### src/rtl/csa_sub_pipe_19bit.sv
// Pipelined carry-select subtractor: term1 + ~term2 + 1, one CHUNK-bit slice resolved per stage.
// A single global advance moves every stage together; the last stage drives the outputs directly.
module csa_sub_pipe_19bit #(
  parameter int WIDTH = 19,
  parameter int CHUNK = 4
) (
  input  logic             i_clk,
  input  logic             i_rst,
  input  logic             i_valid,
  output logic             o_ready,
  input  logic [WIDTH-1:0] i_sub_term1,
  input  logic [WIDTH-1:0] i_sub_term2,
  output logic             o_valid,
  input  logic             i_ready,
  output logic [WIDTH-1:0] o_diff,
  output logic             o_borrow
);

  localparam int NUM_STAGES = (WIDTH + CHUNK - 1) / CHUNK;

  logic [NUM_STAGES-1:0] v_q, v_d;
  logic                  adv;

  logic [WIDTH-1:0] a_s    [NUM_STAGES];
  logic [WIDTH-1:0] nb_s   [NUM_STAGES];
  logic [WIDTH-1:0] diff_s [NUM_STAGES];
  logic             bor_s  [NUM_STAGES];

  assign o_valid = v_q[NUM_STAGES-1];
  assign adv     = ~o_valid | i_ready;
  assign o_ready = adv;

  always_comb begin
    v_d = v_q;
    if (adv) v_d = {v_q[NUM_STAGES-2:0], i_valid};
  end

  always_ff @(posedge i_clk or posedge i_rst) begin
    if (i_rst) v_q <= '0;
    else       v_q <= v_d;
  end

  for (genvar k = 0; k < NUM_STAGES; k++) begin : g_stage
    localparam int LO = k * CHUNK;
    localparam int W  = (WIDTH - LO < CHUNK) ? (WIDTH - LO) : CHUNK;

    logic [WIDTH-1:0] a_in, nb_in, diff_in;
    logic             cin;
    logic [W:0]       sum0, sum1;
    logic [WIDTH-1:0] a_q, a_d, nb_q, nb_d, diff_q, diff_d;
    logic             bor_q, bor_d;

    if (k == 0) begin : g_first
      assign a_in    = i_sub_term1;
      assign nb_in   = ~i_sub_term2;
      assign diff_in = '0;
      assign cin     = 1'b1;
    end else begin : g_next
      assign a_in    = a_s[k-1];
      assign nb_in   = nb_s[k-1];
      assign diff_in = diff_s[k-1];
      // Stages keep the inverted carry so an all-zero reset reads as "no borrow".
      assign cin     = ~bor_s[k-1];
    end

    always_comb begin
      sum0   = {1'b0, a_in[LO +: W]} + {1'b0, nb_in[LO +: W]};
      sum1   = {1'b0, a_in[LO +: W]} + {1'b0, nb_in[LO +: W]} + {{W{1'b0}}, 1'b1};
      a_d    = a_q;
      nb_d   = nb_q;
      diff_d = diff_q;
      bor_d  = bor_q;
      if (adv) begin
        a_d              = a_in;
        nb_d             = nb_in;
        diff_d           = diff_in;
        diff_d[LO +: W]  = cin ? sum1[W-1:0] : sum0[W-1:0];
        bor_d            = ~(cin ? sum1[W] : sum0[W]);
      end
    end

    always_ff @(posedge i_clk or posedge i_rst) begin
      if (i_rst) begin
        a_q    <= '0;
        nb_q   <= '0;
        diff_q <= '0;
        bor_q  <= 1'b0;
      end else begin
        a_q    <= a_d;
        nb_q   <= nb_d;
        diff_q <= diff_d;
        bor_q  <= bor_d;
      end
    end

    assign a_s[k]    = a_q;
    assign nb_s[k]   = nb_q;
    assign diff_s[k] = diff_q;
    assign bor_s[k]  = bor_q;
  end

  assign o_diff   = diff_s[NUM_STAGES-1];
  assign o_borrow = bor_s[NUM_STAGES-1];

endmodule
### config.mk
export PLATFORM = sky130hd
export DESIGN_NAME = csa_sub_pipe_19bit
export DESIGN_NICKNAME = d
export VERILOG_FILES = /design/src/rtl/csa_sub_pipe_19bit.sv
export SDC_FILE = /design/constraint.sdc
export NUM_CORES = 1
export LEC_CHECK = 0
export CAP_MARGIN = 0
export CORE_ASPECT_RATIO = 1.75
export CORE_MARGIN = 2
export CORE_UTILIZATION = 44
export CTS_BUF_LIST = sky130_fd_sc_hd__clkbuf_16
export DETAILED_ROUTE_END_ITERATION = 12
export HOLD_SLACK_MARGIN = 0.1
export PLACE_DENSITY_LB_ADDON = 0.05
export SLEW_MARGIN = 10
export SYNTH_ARGS = -nofsm -noshare
export SYNTH_HDL_FRONTEND = slang
export SYNTH_SLANG_ARGS = --single-unit
### constraint.sdc
create_clock -name i_clk -period 4.5 [get_ports i_clk]
set_input_delay 0.675 -clock i_clk [delete_from_list [all_inputs] [get_ports i_clk]]
set_output_delay 0.675 -clock i_clk [all_outputs]
set_load 0.01 [all_outputs]
---- Yosys cells after proc, flatten, opt, wreduce, memory -nomap -nowiden ----
Index checks and enable logic that the tools add are counted.
cells by class
  add/subtract/negate cells ............... 10
  multiply operators ...................... 0
  div/mod/pow operators ................... 0
  $lt $le $gt $ge ......................... 0
  equality and inequality tests ........... 0
  shift-type cells ........................ 0
  multiplexer cells ....................... 8
  bitwise logic cells ..................... 8
  reduce and logical (&&, ||, !) cells .... 0
operators by type and width
  cell                   count
  $add A4 B4 Y5          4
  $add A5 B1 Y5 const B  4
  $not A19 Y19           1
  $mux W4                3
  $not A1 Y1             6
  $add A3 B3 Y4          1
  $add A4 B1 Y4 const B  1
  $mux W1                4
  $mux W3                1
  $or A1 B1 Y1           1
storage, ports and cells
  flip-flop bits (word level) ............. 221
  latch bits .............................. 0
  RAM bits ................................ 0
  memory bits (read-only) ................. 0
  output and inout port bits .............. 22
  word-level logic and storage cells ...... 45
  memories kept ........................... 0

---- Depth between registers and ports, before layout ----
Gate-level depths: netlist (run 1).
  depth after elaboration ................. 4
  depth in mapped cells ................... 7
  depth with buffers taken out ............ 7

---- Worst setup path after synthesis (run 1) ----
No wires, ideal clock.
  path type ............................... register -> register
  start point ............................. register g_stage[0].a_q[4]
  end point ............................... register g_stage[1].bor_q
  library setup time ...................... 82 ps
  arrival time ............................ 2171 ps
  data required time ...................... 4418 ps
  path slack .............................. 2247 ps
  cell stages (with the launch flop) ...... 8
  buffers on the path ..................... 0
  period minus slack after synthesis ...... 2253 ps
  path through ............................ dfrtp_1 > ha_1 > fa_1 > ha_1 > nand2b_1 > or2_1 > or4_1 > a31oi_1
on the way
  word-level cells in the longest chain between the ends .. 4
RTL lines
  element                 line    RTL
  from (decl)             50      logic [WIDTH-1:0] a_q, a_d, nb_q, nb_d, diff_q, diff_d;
  from (signal assigned)  84      a_q <= '0;
  from (signal assigned)  89      a_q <= a_d;
  $add A4 B4 Y5 (*)       67, 68
  $add A5 B1 Y5           68      sum1 = {1'b0, a_in[LO +: W]} + {1'b0, nb_in[LO +: W]} + {{W{1'b0}}, 1'b1};
  $mux W1 (*)             78      bor_d = ~(cin ? sum1[W] : sum0[W]);
  $not A1 Y1 (*)          78
  to (signal assigned)    92      bor_q <= bor_d;
  to (decl)               51      logic bor_q, bor_d;
Mark *: on every way between the ends. The rest lies on a longest branch, timed or not.
A chain may end at the register's enable or synchronous reset.

---- Worst setup path in the final report (run 1) ----
  start point ............................. input port i_ready
  end point ............................... register g_stage[0].nb_q[9]
on the way
  word-level cells in the longest chain between the ends .. 1
RTL lines
  element               line  RTL
  from (decl)           14    input logic i_ready,
  $or A1 B1 Y1          30    assign adv = ~o_valid | i_ready;
  to (signal assigned)  90    nb_q <= nb_d;
  to (decl)             50
No other way between the ends.

==> summary.md, run 1 <==
| Metric | Value |
|---|---|
| Antenna viol nets, final | 0 |
| Hold_sp | o_diff[13] |
| Area leader, netlist | dfrtp_1 |
| Unique cell type count in the Yosys netlist | 26 |
| Most common cell in the synthesized netlist | nand2_1 |
| Critical path endpoint category | flip-flop |
| Ratio of cells with drive above 1 in the final layout | 5.041% |
| Worst-Margin Slew | 0.8734 ns |
| Clock Tree Root | clkbuf_16 |
| Min Clock Period, post-route | 2.592 ns |
| Register area share after synthesis | 58.29% |
| # IOs | 64 |
| FFs w/ async S/R, synth | 100.0% |
| GRT Resource Usage Total | 16.67% |
| DR vias | 4367 |
| Area growth syn-to-layout | 23.44% |
| Mapped Cells | 666 |
| First-pass detailed-route iteration total | 4 |
| #FFs+latches synth | 141 |
| DP HPWL | 7110 um |
| Routed wire per std cell | 12.20 um |
| Pins Over Slew Limit | 0 |
| Starting density of the core | 45.00% |
| Fmax | 0.3858 GHz |
| Lkg Pwr | 3.730 nW |
| Die width | 92.67 um |
| Post-CTS Setup Bufs | 0 |
| Worst R2R End | g_stage[1].bor_q |
| Final TNS setup | 0 ns |
| GP Congestion | 0.7861 |
| Nets@finish | 793 |
| Crit path kind | primary input to flip-flop |
| Initial drt markers | 264 |
| RSZ-0062 raised after global routing | no |
| Clock Latency Late Sink | 0.41 ns |
| Global Route met1 Usage | 19.41% |
| Crit-path max FO | 94 |
| Hold path depth | 2 |
| CTS tree | yes |
| R2R cell count | 7 |
| Clock-pin slew on the worst setup and hold paths | 0.05 ns |
| Congestion Overflow GR | 0 |
| Post-synth EDFFs | 0 |
| First-pass GRT wire length | 19950 um |
| Worst-case hold path end point | o_diff[13] |
| VDD IR max | 0.0002691 V |
| Hold_buf cts | 0 |
| Power Dens Cells | 742.9 nW/um^2 |
| Syn Nets | 736 |
| Synth Cell Area | 6053 sq um |
| H-tree levels | 4 |
| Post-synth top cells | nand2_1, dfrtp_1, a21oi_1 |
| Vias in the first global route | 4457 |
| Setup crit start kind | primary input |
| Port Buf Inserts | 63 |
| Diode count | 0 |
| Met3 Use GR | 3.313% |
| Final Hold Vio Count | 0 |
| Clock Path Buffers | 2 |
| Met2 usage | 29.53% |
| Num CTS Buffers | 17 |
| Layer with the highest usage | met2 |
| Crit path DAT | 2.85 ns |
| Yosys warning count | 0 |
| Final Cycle Share | 57.60% |
| Max-Cap Viols | 0 |
| Site row count | 56 |
| Status | completed |
| Predominant post-synthesis flop cell | dfrtp_1 |
| Core area | 13450 sq um |
| Mapped Avg Cell Area | 9.089 sq um |
| WL final | 11080 um |
| FF-to-FF Start | g_stage[0].a_q[4] |
| Worst reg-to-reg setup slack | 2.09 ns |
| CTS Sinks | 141 |
| Hold WC Path Type | flip-flop to flip-flop |
| Die area | 14750 sq um |
| Slew Limit Headroom | 41.78% |
| Post-synth top area share | 58.29% |
| Skew final | 0.006896 ns |
| Largest net degree at the start of global routing | 95 |
| Vias per inst | 4.809 |
| Final count of negative-setup-slack endpoints | 0 |
| Die span in y | 159.2 um |
| # DRC | 0 |
| Area contributors post-synth | dfrtp_1, nand2_1, ha_1 |
| Initial antenna violation count | 0 |
| Post-layout util | 55.54% |
| Resized cells post-CTS | 0 |
| Worst path required time | 4.76 ns |
[cell usage in the layout (no fill, tap or decap), types with 2 or more instances in the layout]
cell / n
a21boi_0: 4
a21o_1: 3
a21oi_1: 33
a31oi_1: 6
and3b_1: 3
buf_4: 6
bufinv_16: 5
clkbuf_16: 17
clkdlybuf4s50_1: 63
clkinv_4: 4
dfrtp_1: 141
fa_1: 5
ha_1: 23
inv_1: 8
mux2i_1: 4
nand2_1: 323
nand2b_1: 5
nand3_1: 3
nor2_1: 31
nor2b_1: 2
nor3_1: 4
o21ai_0: 9
o31ai_1: 5
or2_1: 3
or3_1: 3
or4_1: 3
xnor2_1: 7
xor2_1: 4
[worst max-delay path, stage by stage]
cell	delay (ns)
clkdlybuf4s50_1	0.51
nor2b_4	0.06
inv_4	0.04
buf_4	0.54
buf_4	0.79
a21oi_1	0.16
[sequential cells by signal, indices dropped and copies added (netlist names)]
register,flops
g_stage.bor_q,4
o_diff,19
o_borrow,1
g_stage.nb_q,36
v_q,5
g_stage.diff_q,40
g_stage.a_q,36
[worst max path at each step]
stage                 start                  to  slack [ns]  cells past startpoint
floorplan             i_rst  g_stage[0].a_q[10]        0.04                      1
global placement    i_ready    g_stage[3].bor_q        1.50                      6
detailed placement  i_ready    g_stage[2].bor_q        1.47                      7
CTS                 i_ready    g_stage[2].bor_q        1.90                      7
global route        i_ready    g_stage[2].bor_q        1.66                      7
finish              i_ready  g_stage[0].nb_q[9]        1.91                      6
[cells by family (layout without fill, tap and decap cells)]
logic type      count (synthesis)  count (layout)  synth area share [%]
compound gates                 61              61                 5.726
xor+xnor                       11              11                 1.592
fa+ha+maj                      28              28                 6.408
buf+inv                        39             107                 2.418
flops                         141             141                 58.29
mux                             4               4                0.6615
simple gates                  382             382                 24.91
[power breakdown]
part	internal, mW	total [mW]	switching, mW
Sequential	1.84	2.17	0.330
Clock	0.973	1.48	0.512
Combinational	0.868	1.90	1.03
[routing by layer]
layer  routed length, um  vias to the layer above
li1                    -                     2225
met1                4778                     2060
met2                5771                       62
met3                 286                       20
met4                 240                        0
met5                   0                        -
[stage by stage]
| step | worst slack [ns] | power (mW) | area (sq um) | hold slack (ns) | instances |
|---|---|---|---|---|---|
| after floorplan | 0.04378 | 3.513 | 6053 | 0.4300 | 666 |
| after global placement | 1.496 | 4.046 | 6845 | 0.4483 | 878 |
| after detailed placement | 1.472 | 4.122 | 6845 | 0.4548 | 878 |
| after CTS | 1.902 | 5.640 | 7472 | 0.4676 | 908 |
| after global routing | 1.657 | 6.043 | 7472 | 0.4875 | 908 |
| final | 1.908 | 5.551 | 7472 | 0.4622 | 908 |
[final cells by class]
cell class,count,area (sq um)
fillers,1296,5981
inverters,8,37.54
clock inverters,13,201.4
multi-input cells,486,2386
flip-flops and latches,141,3528
clock buffers,17,425.4
well taps,174,217.7
repair buffers,69,675.6
No activity file was read; power rests on OpenSTA's default activity.
==> run 2, diff against run 1 <==
==> constraint.sdc (replaced) <==
create_clock -name i_clk -period 2.3 [get_ports i_clk]
set_input_delay 0.345 -clock i_clk [delete_from_list [all_inputs] [get_ports i_clk]]
set_output_delay 0.345 -clock i_clk [all_outputs]
set_load 0.01 [all_outputs]
==> run 2 against run 1 <==
Net effect:
- the run now ends with negative setup slack left
- critical path depth increased by 1
- global-route usage increased by 0.24 points
- sequential share of layout area decreased by 0.78 points
- setup slack got worse by 1.9 ns
- cell count increased by 1.5%
- highest routed layer unchanged
==> summary.md, run 2 (synthesis gave the netlist of run 1 again) <==
| Metric | Value |
|---|---|
| Num CTS Buffers | 17 |
| Fmax | 0.4324 GHz |
| Die span in y | 159.2 um |
| Crit path DAT | 2.64 ns |
| Initial drt markers | 303 |
| Final Cycle Share | 100.5% |
| Final count of negative-setup-slack endpoints | 1 |
| Site row count | 56 |
| Post-route worst setup slack | -0.01250 ns |
| # DRC | 0 |
| R2R cell count | 7 |
| Crit path cell chain | ha_2 > fa_1 > ha_2 > nand2b_1 > or2_1 > or4_1 > a31oi_1 |
| CP top delay family | adder cells |
| Worst reg-to-reg setup slack | -0.01 ns |
| Largest net degree at the start of global routing | 166 |
| Total power draw | 11.04 mW |
| DP HPWL | 7204 um |
| # IOs | 64 |
| Skew final | 0.007503 ns |
| Slew Limit Headroom | 55.42% |
| Fillers | 1288 |
| Worst R2R End | g_stage[1].bor_q |
| Hold_buf cts | 0 |
| Ratio of cells with drive above 1 in the final layout | 7.754% |
| Crit-path max FO | 3 |
| Hold WC Path Type | primary input to async pin |
| Worst path required time | 2.63 ns |
| Routed wire per std cell | 12.35 um |
| VDD IR max | 0.0005685 V |
| Clock-pin slew on the worst setup and hold paths | 0.06 ns |
| Failing checks | negative setup slack |
| RSZ-0062 raised after global routing | yes |
| GP Congestion | 0.8115 |
| Top reg by flops | g_stage.diff_q |
| Pins Over Slew Limit | 0 |
| CTS tree | yes |
| FF-to-FF Start | g_stage[0].nb_q[4] |
| Clock Tree Root | clkbuf_16 |
| Diode count | 0 |
| Largest register FFs | 40 |
| Initial antenna violation count | 0 |
| GRT Resource Usage Total | 16.91% |
| Status | complete, but fails checks |
| WP depth | 7 |
| Die area | 14750 sq um |
| Congestion Overflow GR | 0 |
| Lkg Pwr | 3.766 nW |
| Starting density of the core | 45.00% |
| Final Hold Vio Count | 0 |
| CTS Sinks | 141 |
| Area growth syn-to-layout | 25.51% |
| WL final | 11380 um |
| Die width | 92.67 um |
| Max incr delay on CP | 0.53 ns |
| Clock Latency Late Sink | 0.41 ns |
| Crit path top cell by count | ha_2 |
| WP buf/inv | 0 |
| Setup crit start kind | flip-flop |
| Cell Area, Placed | 6902 sq um |
| First-pass GRT wire length | 20190 um |
| Crit path kind | flip-flop to flip-flop |
| Max-Cap Viols | 0 |
| Vias in the first global route | 4598 |
| Commonest non-fill, non-tap cell in the layout | nand2_1 |
| First-pass detailed-route iteration total | 4 |
| Biggest regs | g_stage.diff_q (40), g_stage.a_q (36), g_stage.nb_q (36) |
| Antenna viol nets, final | 0 |
| Port Buf Inserts | 63 |
| Power Dens Cells | 1454 nW/um^2 |
| Min Clock Period, post-route | 2.312 ns |
| Nets@finish | 805 |
| Core area | 13450 sq um |
| Most frequent cells in the layout | nand2_1, dfrtp_1, clkdlybuf4s50_1 |
| Vias per inst | 4.802 |
| Finished Cell Area | 7597 sq um |
| CP max stage cell | fa_1 |
| Min Hold Slack | 0.3916 ns |
| DR vias | 4427 |
| Critical path endpoint category | flip-flop |
| Clock Path Buffers | 2 |
| Worst-Margin Slew | 0.6688 ns |
| Final TNS setup | -0.01250 ns |
| H-tree levels | 4 |
[run 2: cell types whose count changed in the layout (fill, tap and decap cells not counted), sizes merged]
cell | previous run | this run
buf | 6 | 18
bufinv | 5 | 3
clkinv | 6 | 3
clkinvlp | 0 | 5
inv | 10 | 12
[run 2: how the worst max path moves through the flow]
stage                                   start          endpoint
final                      g_stage[0].nb_q[4]  g_stage[1].bor_q
after global routing      g_stage[2].nb_q[12]  g_stage[3].bor_q
after CTS                   g_stage[0].a_q[4]  g_stage[1].bor_q
after detailed placement   g_stage[2].a_q[12]  g_stage[3].bor_q
after global placement      g_stage[0].a_q[4]  g_stage[1].bor_q
after floorplan             g_stage[0].a_q[4]  g_stage[1].bor_q
[run 2: per-stage QoR]
step                      instances  utilization, %  setup WS, ns
after floorplan                 666               -       0.04718
after global placement          879           51.30       0.03915
after detailed placement        879           51.30      -0.05808
after CTS                       916           56.12      -0.02421
after global routing            922           56.47       -0.1163
final                           922           56.47      -0.01250
[run 2: where the power goes]
group / switching (mW) / leakage (nW) / internal, mW
sequential: 0.660 / 1.67 / 3.59
combinational: 2.09 / 1.80 / 1.94
clock: 1.05 / 0.289 / 1.70
[run 2: area by class of cell]
cell class                 count  area [sq um]  area share [%]
multi-input combinational    486          2401           31.60
inverter                       8         36.28          0.4776
timing repair buffer          81         815.8           10.74
sequential                   141          3528           46.44
tap                          174         217.7           2.866
clock buffer                  17         425.4           5.599
clock inverter                15         172.7           2.273
[run 2: layer usage]
layer / up-vias / wire [um] / track usage [%]
met4: 0 / 233 / 6.484
met1: 2077 / 4767 / 18.88
li1: 2254 / - / -
met5: - / 0 / 0
met2: 72 / 6063 / 30.92
met3: 24 / 320 / 3.644
[run 2: worst min-delay path: cells and delay by family]
family	cells	cell delay [ns]
buffers and inverters	3	0.86
[run 2: timing repair]
action	4_1_cts	5_1_grt
setup buffers	5	6
gates resized for setup	5	1
setup endpoints to repair	3	3
pin swaps	12	13
gates cloned	0	0
